### src/rtl/audio_tone_gen_if.sv
// Tone generator control and stereo DAC stream bundle.
// master = tone generator, slave = game logic plus codec.
interface audio_tone_gen_if #(
  parameter int DATA_W = 16
) ();

  logic              start;
  logic              stop;
  logic [15:0]       half_period;
  logic [15:0]       duration;
  logic [14:0]       amplitude;
  logic [DATA_W-1:0] left_data;
  logic              left_valid;
  logic              left_ready;
  logic [DATA_W-1:0] right_data;
  logic              right_valid;
  logic              right_ready;
  logic              busy;
  logic              done;

  modport master (
    input  start,
    input  stop,
    input  half_period,
    input  duration,
    input  amplitude,
    output left_data,
    output left_valid,
    input  left_ready,
    output right_data,
    output right_valid,
    input  right_ready,
    output busy,
    output done
  );

  modport slave (
    output start,
    output stop,
    output half_period,
    output duration,
    output amplitude,
    input  left_data,
    input  left_valid,
    output left_ready,
    input  right_data,
    input  right_valid,
    output right_ready,
    input  busy,
    input  done
  );

endinterface

### src/rtl/audio_tone_gen.sv
// Ready-paced square-wave tone generator for the codec DAC stream.
// Emits a fixed count of stereo samples with optional decay envelope.
module audio_tone_gen #(
  parameter int DATA_W         = 16,
  parameter int DECAY_EN       = 1,
  parameter int DECAY_INTERVAL = 256,
  parameter int DECAY_SHIFT    = 4
) (
  input  logic              clk,
  input  logic              reset,
  audio_tone_gen_if.master  io
);

  localparam int DCW =
    (DECAY_INTERVAL > 1) ? $clog2(DECAY_INTERVAL) : 1;
  localparam logic [DCW-1:0] DC_LAST =
    DCW'(DECAY_INTERVAL - 1);
  localparam logic [DATA_W-1:0] ONE = DATA_W'(1);

  typedef enum logic [1:0] {
    S_IDLE,
    S_EMIT,
    S_ADV,
    S_FIN
  } state_t;

  state_t            state_q;
  logic [15:0]       hp_q;
  logic [15:0]       dur_q;
  logic [14:0]       amp_q;
  logic [15:0]       smp_q;
  logic [15:0]       ph_q;
  logic [DCW-1:0]    dc_q;
  logic              pol_q;
  logic              stp_q;
  logic              lv_q;
  logic              rv_q;
  logic [DATA_W-1:0] data_q;
  logic              busy_q;
  logic              done_q;

  logic [15:0]       smp_d;
  logic [15:0]       ph_d;
  logic [DCW-1:0]    dc_d;
  logic              pol_d;
  logic [14:0]       amp_d;
  logic              last;
  logic              both_acc;

  function automatic logic [DATA_W-1:0] sval(
    input logic        p,
    input logic [14:0] a,
    input logic [15:0] h
  );
    logic [DATA_W-1:0] m;
    m    = DATA_W'(a);
    sval = '0;
    if (h != 16'd0)
      sval = p ? (~m + ONE) : m;
  endfunction

  // Next tone/envelope counters applied when a sample retires.
  always_comb begin
    smp_d    = smp_q + 16'd1;
    ph_d     = ph_q + 16'd1;
    pol_d    = pol_q;
    dc_d     = dc_q;
    amp_d    = amp_q;
    if (ph_q == hp_q - 16'd1) begin
      ph_d  = 16'd0;
      pol_d = ~pol_q;
    end
    if (DECAY_EN != 0) begin
      if (dc_q == DC_LAST) begin
        dc_d  = '0;
        amp_d = amp_q - (amp_q >> DECAY_SHIFT);
      end else begin
        dc_d  = dc_q + DCW'(1);
      end
    end
    last     = ({1'b0, smp_q} + 17'd1)
             >= {1'b0, dur_q};
    both_acc = (~lv_q | io.left_ready)
             & (~rv_q | io.right_ready);
  end

  // Tone sequencer with registered stream and status outputs.
  always_ff @(posedge clk or negedge reset) begin
    if (!reset) begin
      state_q <= S_IDLE;
      hp_q    <= '0;
      dur_q   <= '0;
      amp_q   <= '0;
      smp_q   <= '0;
      ph_q    <= '0;
      dc_q    <= '0;
      pol_q   <= 1'b0;
      stp_q   <= 1'b0;
      lv_q    <= 1'b0;
      rv_q    <= 1'b0;
      data_q  <= '0;
      busy_q  <= 1'b0;
      done_q  <= 1'b0;
    end else begin
      done_q <= 1'b0;
      unique case (state_q)
        S_IDLE: begin
          if (io.start) begin
            hp_q   <= io.half_period;
            dur_q  <= io.duration;
            amp_q  <= io.amplitude;
            smp_q  <= '0;
            ph_q   <= '0;
            dc_q   <= '0;
            pol_q  <= 1'b0;
            stp_q  <= 1'b0;
            busy_q <= 1'b1;
            if (io.duration == 16'd0) begin
              // Empty tone: one busy cycle, no samples.
              state_q <= S_ADV;
            end else begin
              state_q <= S_EMIT;
              lv_q    <= 1'b1;
              rv_q    <= 1'b1;
              data_q  <= sval(1'b0, io.amplitude,
                              io.half_period);
            end
          end
        end
        S_EMIT: begin
          if (io.stop)
            stp_q <= 1'b1;
          if (lv_q && io.left_ready)
            lv_q <= 1'b0;
          if (rv_q && io.right_ready)
            rv_q <= 1'b0;
          if (both_acc)
            state_q <= S_ADV;
        end
        S_ADV: begin
          smp_q <= smp_d;
          ph_q  <= ph_d;
          pol_q <= pol_d;
          dc_q  <= dc_d;
          amp_q <= amp_d;
          if (last || stp_q || io.stop) begin
            state_q <= S_FIN;
            busy_q  <= 1'b0;
            done_q  <= 1'b1;
          end else begin
            state_q <= S_EMIT;
            lv_q    <= 1'b1;
            rv_q    <= 1'b1;
            data_q  <= sval(pol_d, amp_d, hp_q);
          end
        end
        S_FIN: begin
          state_q <= S_IDLE;
        end
        default: begin
          state_q <= S_IDLE;
        end
      endcase
    end
  end

  assign io.left_data   = data_q;
  assign io.right_data  = data_q;
  assign io.left_valid  = lv_q;
  assign io.right_valid = rv_q;
  assign io.busy        = busy_q;
  assign io.done        = done_q;

endmodule

### src/flat_wrapper.sv
// flat-port wrapper written by rule: the top's interface ports become plain ports
module audio_tone_gen_flat 
#(
  parameter int DATA_W         = 16,
  parameter int DECAY_EN       = 1,
  parameter int DECAY_INTERVAL = 256,
  parameter int DECAY_SHIFT    = 4
)
  (clk, reset, io_start, io_stop, io_half_period, io_duration, io_amplitude, io_left_data, io_left_valid, io_left_ready, io_right_data, io_right_valid, io_right_ready, io_busy, io_done);
  audio_tone_gen_if #(.DATA_W(DATA_W)) io_i ();
  input  logic clk;
  input  logic reset;
  input wire logic [$bits(io_i.start)-1:0] io_start;
  input wire logic [$bits(io_i.stop)-1:0] io_stop;
  input wire logic [$bits(io_i.half_period)-1:0] io_half_period;
  input wire logic [$bits(io_i.duration)-1:0] io_duration;
  input wire logic [$bits(io_i.amplitude)-1:0] io_amplitude;
  output wire logic [$bits(io_i.left_data)-1:0] io_left_data;
  output wire logic [$bits(io_i.left_valid)-1:0] io_left_valid;
  input wire logic [$bits(io_i.left_ready)-1:0] io_left_ready;
  output wire logic [$bits(io_i.right_data)-1:0] io_right_data;
  output wire logic [$bits(io_i.right_valid)-1:0] io_right_valid;
  input wire logic [$bits(io_i.right_ready)-1:0] io_right_ready;
  output wire logic [$bits(io_i.busy)-1:0] io_busy;
  output wire logic [$bits(io_i.done)-1:0] io_done;
  assign io_i.start = io_start;
  assign io_i.stop = io_stop;
  assign io_i.half_period = io_half_period;
  assign io_i.duration = io_duration;
  assign io_i.amplitude = io_amplitude;
  assign io_left_data = io_i.left_data;
  assign io_left_valid = io_i.left_valid;
  assign io_i.left_ready = io_left_ready;
  assign io_right_data = io_i.right_data;
  assign io_right_valid = io_i.right_valid;
  assign io_i.right_ready = io_right_ready;
  assign io_busy = io_i.busy;
  assign io_done = io_i.done;
  audio_tone_gen #(.DATA_W(DATA_W), .DECAY_EN(DECAY_EN), .DECAY_INTERVAL(DECAY_INTERVAL), .DECAY_SHIFT(DECAY_SHIFT)) u_core (.clk(clk), .reset(reset), .io(io_i));
endmodule
### config.mk
export PLATFORM = sky130hd
export DESIGN_NAME = audio_tone_gen_flat
export DESIGN_NICKNAME = d
export VERILOG_FILES = /design/src/rtl/audio_tone_gen_if.sv /design/src/rtl/audio_tone_gen.sv /design/src/flat_wrapper.sv
export SDC_FILE = /design/constraint.sdc
export NUM_CORES = 1
export LEC_CHECK = 0
export ABC_AREA = 1
export BUFFER_PORTS_ARGS = -buffer_cell sky130_fd_sc_hd__buf_2
export CAP_MARGIN = 20
export CELL_PAD_IN_SITES_DETAIL_PLACEMENT = 0
export CELL_PAD_IN_SITES_GLOBAL_PLACEMENT = 1
export CORE_ASPECT_RATIO = 1.75
export CORE_MARGIN = 2
export CORE_UTILIZATION = 46
export DETAILED_ROUTE_END_ITERATION = 10
export PLACE_DENSITY = 0.88
export RECOVER_POWER = 25
export SETUP_SLACK_MARGIN = 0.1
export SLEW_MARGIN = 15
export SYNTH_ARGS = -nofsm -noshare
export SYNTH_HDL_FRONTEND = slang
export SYNTH_SLANG_ARGS = --single-unit
### constraint.sdc
create_clock -name clk -period 6.4 [get_ports clk]
set_clock_uncertainty 0.05 [all_clocks]
set_input_delay 0.64 -clock clk [delete_from_list [all_inputs] [get_ports clk]]
set_output_delay 0.64 -clock clk [all_outputs]
set_load 0.01 [all_outputs]
**Yosys cells after proc, flatten, opt, wreduce, memory -nomap -nowiden**

Index checks and enable logic that the tools add are counted.

- Logic and storage cells: 100
- Flip-flop bits (word level): 111
- Input bits: 53

- Add/sub/neg operators: 7
- Bitwise operators: 7
- Magnitude comparators: 1
- Eq/ne operators: 13
- Reductions and logical operators: 19
- Multiplexer cells: 39

Operators by type and width:

| operator | number |
|---|---|
| $mux 16 | 7 |
| $pmux 16 s2 | 3 |
| $add 16x1->16 const B | 3 |
| $mux 15 | 3 |
| $reduce_bool 16->1 | 2 |
| $pmux 15 s2 | 1 |
| $add 16x1->17 const B | 1 |
| $ge 17x16->1 | 1 |
| $eq 16x16->1 | 1 |
| $logic_not 16->1 | 1 |
| $mux 8 | 2 |
| $not 15->16 | 1 |
| $pmux 8 s2 | 1 |
| $sub 16x1->16 const B | 1 |
| $sub 15x11->15 | 1 |
| $mux 1 | 12 |
| $reduce_and 5->1 | 2 |
| $add 8x1->8 const B | 1 |
| $eq 8x8->1 const B | 1 |
| $mux 2 | 4 |
| $ne 2x1->1 const B | 4 |
| $ne 2x2->1 const B | 4 |
| $pmux 2 s4 | 1 |
| $pmux 1 s2 | 3 |
| other kinds (14) | 25 |

**Depth between registers and ports, before layout**

Gate-level depths: netlist of run 1.

- Depth after elaboration: 8
- Gate-level depth with buffers: 26
- Mapped depth without buffers: 25

**Least setup slack after synthesis of run 1**

No wires, ideal clock.

- Kind: register -> register
- Start point: register u_core.smp_q[0]
- End point: register u_core.data_q[15] (netlist: u_core.io.left_data[15])
- Buffers on the path: 1
- Data required time: 6.231 ns
- Cell stages (with the launch flop): 25
- Slack: 3.375 ns
- Arrival: 2.857 ns
- Cells stage by stage: dfrtp_1 -> ha_1 -> nand2_1 -> nor2_1 -> inv_1 -> nor3_2 -> inv_1 -> nor2_1 -> nand4_1 -> nor2_1 -> nand2_1 -> xor2_1 -> ha_1 -> nand2_1 -> inv_1 -> nand3_1 -> nor4_1 -> nor3_1 -> nand2_1 -> nand2_1 -> nand3_2 -> buf_2 -> inv_1 -> nand4_1 -> nand2_1

- Word-level cells in the longest chain between the ends: 6

Ends and longest elaborated chain:

| item | line | text |
|---|---|---|
| from (decl) | audio_tone_gen.sv:31 | `logic [15:0] smp_q;` |
| from (signal assigned) | audio_tone_gen.sv:141 | `smp_q <= smp_d;` |
| $add 16x1->17 | audio_tone_gen.sv:81 | `last = ({1'b0, smp_q} + 17'd1)` |
| $ge 17x16->1 | audio_tone_gen.sv:82 | `>= {1'b0, dur_q};` |
| $logic_or 1x1->1 (2 in a row) | audio_tone_gen.sv:146 | `if (last \|\| stp_q \|\| io.stop) begin` |
| $ne 2x2->1 (no line) | n/a |  |
| $reduce_and 4->1 (no line) | n/a |  |
| to (signal assigned) | audio_tone_gen.sv:125 | `data_q <= sval(1'b0, io.amplitude,` |
| to (signal assigned) | audio_tone_gen.sv:154 | `data_q <= sval(pol_d, amp_d, hp_q);` |
| to (decl) | audio_tone_gen.sv:38 | `logic [DATA_W-1:0] data_q;` |

Every way passes these cells.
A chain may end at the register's enable or synchronous reset.

**Worst setup path in the final report of run 1**

- Start point: register u_core.smp_q[0]
- End point: register u_core.data_q[13] (netlist: u_core.io.left_data[13])

The elaborated chain is that of the path after synthesis.

==> impl_metrics.toml, run 1 <==
[run_status]
status = "complete, but fails checks"
violations = "max-capacitance violations, max-slew violations"

[final_layout]
fill_cells = 1760
fin_area_um2 = 8790
drive_gt1_share_pct = 13.2
area_delta_synth_final_pct = 10.4
antenna_cells = 0
fin_util_pct = 51.8
final_nets = 1294

[worst_setup_path]
worstSetupEndpointType = "flop"
required_ps = 6600
cpMostUsedCell = "nand2_1"
crit_buf_inv = 2
cpLargestDelayFamily = "simple AND/OR/NAND/NOR gates"
crit_path_cell_trace = "ha_1, nand2_1, nor2_1, inv_1, nor3_2, inv_1, nor2_1, xor2_1, ha_1, a21oi_1, nor2_1, a211oi_1, nand2_1, nand2_1, nand2_1, nand2_1, nand2_1, nand2_1, nand3_2, nor2_1, a21oi_2"
slowest_stage = "nand3_2"
crit_fanout = 33
cp-start-kind = "flop"
cp_slowest_stage_delay_ps = 550
worstSetupPathType = "reg2reg"
crit_arrival_ps = 3900

[synthesis]
synth-edff-count = 0
synth_area_per_cell_um2 = 6.97
synthDominantAreaCellType = "dfrtp_1"
syn_nets = 1230
yosysTopAreaCellShare_pct = 34.9
synthDistinctLibCells = 48
ys_seq_area_share_pct = 34.9
ys.flop_type = "dfrtp_1"
ys_ff_latch = 111
synthTopCellsByCount = "nand2_1 (301), inv_1 (202), dfrtp_1 (111)"
netlist_instances = 1143
yosys_warnings = 0
async_flop_share_pct = 100
syn_area_um2 = 7960
synthTopCellsByArea = "dfrtp_1 (35%), nand2_1 (14%), inv_1 (9.5%)"
yosysMostFrequentCell = "nand2_1"

[power]
powerDensity_nw_per_um2 = 453
ir_drop_v = 0.000201
power_w = 0.00398
leakage_nw = 4.63

[clock_tree]
cts_made_buffers = 9
clockBufferDepth = 2
clk_latency_ps = 370
cts_setup_buffers = 0
clkTransAtPathRegs_ps = 80
cts_resized = 0
clockRootBuffer = "clkbuf_16"
clock_sinks = 111
cts_max_level = 3
hold_buffers = 0
cts_tree = "built"

[grt]
grt_pass1_vias = 7323
globalRoute.totalOverflow = 0
use_met2_pct = 45.9
busiest_layer = "met2"
grt_max_degree = 66
grtUsageMet1_pct = 24.9
grt_usage_pct = 24.4
use_met3_pct = 3.61
grt_pass1_wl_um = 34600
antenna_found_initial = 0

[detailed_routing]
viasPerCell = 5.10
vias = 7344
drt_pass1_iterations = 4
wl_per_cell_um = 14.7
remaining_drc_errors = 0
ant_nets = 0
drt_iter0_drc = 332
wirelength_um = 21100

[sta]
fin_crit_ps = 3700
tightest_slew_ps = 2700
max_freq_mhz = 270
setup_viol = 0
rsz0062_at_grt = "no"
maxSlewHeadroom_pct = -80.1
post-route-period-util_pct = 57.8
drv_slew = 94
hold_viol_final = 0
tns_ps = 0

[worst_hold_path]
hp-class = "in2reg"

[floorplan]
die-area_um2 = 18400
ios = 89
initial_core_util_pct = 47.0
die-width_um = 103
dieHeight_um = 178
row_count = 63
core_um2 = 16900

[place]
numPortBuffers = 88
gp_congestion = 0.872
dp_hpwl_um = 16200
placedInstanceArea_um2 = 8490

[flow_run]
cap_violations = 2
[area by class of cell]
cell class	count	area [um^2]	share of cell area, %
flip-flops and latches	111	2780	31.6
multi-input cells	778	4140	47.1
inverters	210	793	9.03
repair buffers	97	499	5.68
well taps	227	284	3.23
clock buffers	9	225	2.56
clock inverters	7	71.3	0.812
[cell families (layout without fill, tap and decap cells)]
logic type | Yosys count | in the layout | share of synthesized area, %
AO/OA/AOI/OAI | 153 | 153 | 11.9
adder cells (fa/ha/maj) | 34 | 34 | 5.44
AND/OR/NAND/NOR | 555 | 555 | 30.5
buffers and inverters | 254 | 323 | 13.3
flip-flops | 111 | 111 | 34.9
XOR/XNOR | 36 | 36 | 3.96
[through the flow]
step	std cells	hold slack, ps	setup WS, ps
finish	1439	438	2700
global route	1439	454	2140
CTS	1437	263	2700
detailed placement	1421	429	2720
global placement	1421	422	2800
floorplan	1143	294	3370
[worst reg2reg max path, stage by stage (launching register included)]
cell and delay, ps:
dfrtp_1 410, ha_1 200, nand2_1 60, nor2_1 120, inv_1 90, nor3_2 190
inv_1 90, nor2_1 150, xor2_1 230, ha_1 290, a21oi_1 160, nor2_1 60
a211oi_1 160, nand2_1 70, nand2_1 50, nand2_1 40, nand2_1 50, nand2_1 40
nand2_1 120, nand3_2 550, nor2_1 330, a21oi_2 90
[state kept, by name (all words and copies together), names as in the netlist]
register               cells
u_core.dur_q              16
u_core.hp_q               16
u_core.io.left_data       16
u_core.ph_q               16
u_core.smp_q              16
u_core.amp_q              15
u_core.dc_q                8
u_core.state_q             2
u_core.io.busy             1
u_core.io.done             1
u_core.io.left_valid       1
u_core.io.right_valid      1
u_core.pol_q               1
u_core.stp_q               1
[layout by cell type, fill, tap and decap left out, types with 9 or more instances in the layout]
cell type    n
nand4_1     20
nor3_1      23
a21oi_1     19
nand2_2     10
ha_1        33
nand3_1     71
nor2_1      92
inv_1      202
xor2_1      31
clkbuf_16    9
nand2_1    301
o21ai_0     58
nor2_2      12
o22ai_1     22
buf_2       87
o221ai_1    15
dfrtp_1    111
a21boi_1    10
[per-layer routing]
metal / up-vias / wire length [um]
li1: 3753 / -
met1: 3382 / 7670
met4: 0 / 1120
met2: 136 / 11700
met3: 73 / 596
met5: - / 0
[path summary, 6_finish.rpt]
path,to,start,slack [ps],cells after the start
setup / recovery,u_core.io.left_data[13],u_core.smp_q[0],2700,21
hold / removal,u_core.dur_q[5],io_duration[5],440,3
setup reg to reg,u_core.io.left_data[13],u_core.smp_q[0],2700,21
hold reg to reg,u_core.hp_q[1],u_core.hp_q[1],440,2
max in group asynchronous,u_core.dur_q[13],reset,3210,2
min in group asynchronous,u_core.hp_q[15],reset,1070,1
[where the power goes]
part           switching (W)  internal, W
registers           0.000206     0.000941
logic                0.00147     0.000784
clock network       0.000304     0.000280
Power figures use the tool's default switching activity.
==> inputs of run 2 (changes only) <==
--- a/config.mk
+++ b/config.mk
@@ -12,9 +12,9 @@
 export CELL_PAD_IN_SITES_GLOBAL_PLACEMENT = 1
 export CORE_ASPECT_RATIO = 1.75
 export CORE_MARGIN = 2
-export CORE_UTILIZATION = 46
+export CORE_UTILIZATION = 39
 export DETAILED_ROUTE_END_ITERATION = 10
-export PLACE_DENSITY = 0.88
+export PLACE_DENSITY = 0.79
 export RECOVER_POWER = 25
 export SETUP_SLACK_MARGIN = 0.1
 export SLEW_MARGIN = 15
==> constraint.sdc (replaced) <==
create_clock -name clk -period 3.1 [get_ports clk]
set_clock_uncertainty 0.05 [all_clocks]
set_input_delay 0.31 -clock clk [delete_from_list [all_inputs] [get_ports clk]]
set_output_delay 0.31 -clock clk [all_outputs]
set_load 0.01 [all_outputs]
==> impl_metrics.toml, run 2 (synthesis gave the netlist of run 1 again) <==
[detailed_routing]
ant_nets = 0
viasPerCell = 5.06
wirelength_um = 22700
drt_pass1_iterations = 7
wl_per_cell_um = 15.2
drt_iter0_drc = 280
vias = 7557
remaining_drc_errors = 0

[final_layout]
fin_util_pct = 46.3
antenna_cells = 0
fin_area_um2 = 9350
final_nets = 1329
mostFrequentLayoutCell = "nand2_1"
area_delta_synth_final_pct = 17.5
drive_gt1_share_pct = 19.7
final_cell_mix = "nand2_1 (289), inv_1 (194), dfrtp_1 (111)"

[floorplan]
dieHeight_um = 193
row_count = 69
die-width_um = 112
die-area_um2 = 21600
core_um2 = 20200
initial_core_util_pct = 39.4
ios = 89

[clock_tree]
clockBufferDepth = 2
clock_sinks = 111
cts_made_buffers = 9
cts_max_level = 3
clockRootBuffer = "clkbuf_16"
cts_tree = "built"
clkTransAtPathRegs_ps = 70
clk_latency_ps = 360

[flow_run]
cap_violations = 0

[power]
leakage_nw = 4.83
pwr-share-seq_pct = 26.9
pwr-share-comb_pct = 59.7
ir_drop_v = 0.000445
power_w = 0.00882
powerDensity_nw_per_um2 = 943
pwr-share-clk_pct = 13.4
p_int_w = 0.00451
p_sw_share_pct = 48.8
p_switching_w = 0.00430

[worst_setup_path]
worstSetupPathType = "reg2reg"
required_ps = 3290
crit_arrival_ps = 3540
cp-start-kind = "flop"
r2r_slack_ps = -250
worstSetupEndpointType = "flop"
crit_fanout = 6

[grt]
grt_usage_pct = 21.1
grt_pass1_wl_um = 36100
grt_pass1_vias = 7598
globalRoute.totalOverflow = 0
antenna_found_initial = 0
grt_max_degree = 52

[sta]
rsz0062_at_grt = "yes"
setup_viol = 18
drv_slew = 0
hold_viol_final = 0
maxSlewHeadroom_pct = 8.17
max_freq_mhz = 299
fin_crit_ps = 3350
tightest_slew_ps = 1380
post-route-period-util_pct = 108
worst_slack_ps = -247

[place]
placedInstanceArea_um2 = 8710
numPortBuffers = 88
gp_congestion = 0.829
dp_hpwl_um = 17300
dp_slack_ps = -68.5

[run_status]
violations = "negative setup slack"
status = "complete, but fails checks"

[worst_hold_path]
hp-class = "in2reg"
-- run 2: repair_timing --
| action | CTS | global route |
|---|---|---|
| gates resized for setup | 14 | 63 |
| endpoints found under the hold margin | 49 | 0 |
| setup endpoints to repair | 19 | 21 |
| setup buffers | 6 | 3 |
| hold buffers | 1 | 0 |
| gates cloned | 1 | 3 |
| pin swaps | 4 | 19 |
-- run 2: critical path, cell delays in order, from the launching register on --
cell	delay, ps
dfrtp_1	360
ha_2	190
nand2_2	70
nor2_4	120
inv_2	60
nor3_4	180
inv_2	80
nor2_2	130
buf_4	120
buf_4	90
buf_4	90
nor2_2	50
ha_4	270
nand2_1	70
nor2_2	120
nand2_1	100
nor4_2	240
nor3_1	90
nand2_1	80
nand2_2	70
nand3_4	190
clkbuf_16	220
nand2_1	50
a21boi_2	140
-- run 2: power by group through the flow --
stage | Combinational (W) | Sequential [W] | Clock, W
6_report | 0.00526 | 0.00237 | 0.00119
4_1_cts | 0.00493 | 0.00237 | 0.00122
3_3_place_gp | 0.00480 | 0.00239 | 0
2_1_floorplan | 0.00354 | 0.00233 | 0
3_5_place_dp | 0.00484 | 0.00240 | 0
5_1_grt | 0.00599 | 0.00244 | 0.00127
-- run 2: metal layers --
layer / wire length (um) / part of all wire, % / up-vias / track usage [%]
met5: 0 / 0 / - / 0
li1: - / - / 3820 / -
met3: 473 / 2.1 / 70 / 2.53
met4: 1190 / 5.2 / 0 / 11.0
met1: 8150 / 36 / 3520 / 21.0
met2: 12900 / 57 / 147 / 42.1
-- run 2: through the flow --
stage	hold WS, ps	TNS, ps	instances
6_report	118	-3370	1494
5_1_grt	125	-7140	1494
4_1_cts	110	-83.7	1488
3_5_place_dp	347	-737	1465
3_3_place_gp	343	0	1465
2_1_floorplan	-35.6	0	1143
-- run 2: final timing paths --
kind                                  from                endpoint  depth (start not counted)
setup / recovery           u_core.smp_q[1]  u_core.io.left_data[7]                         23
hold / removal              io_duration[0]         u_core.dur_q[0]                          3
setup reg to reg           u_core.smp_q[1]  u_core.io.left_data[7]                         23
hold reg to reg             u_core.hp_q[1]          u_core.hp_q[1]                          2
max in group asynchronous            reset          u_core.hp_q[9]                          3
min in group asynchronous            reset        u_core.amp_q[13]                          2
-- run 2: area by class of cell --
cell class                      instances  area (um^2)
Clock buffer                           10          229
Clock inverter                          5         57.6
Fill cell                            2131        10800
Inverter                              210          798
Multi-Input combinational cell        778         4340
Sequential cell                       111         2780
Tap cell                              248          310
Timing Repair Buffer                  132          836
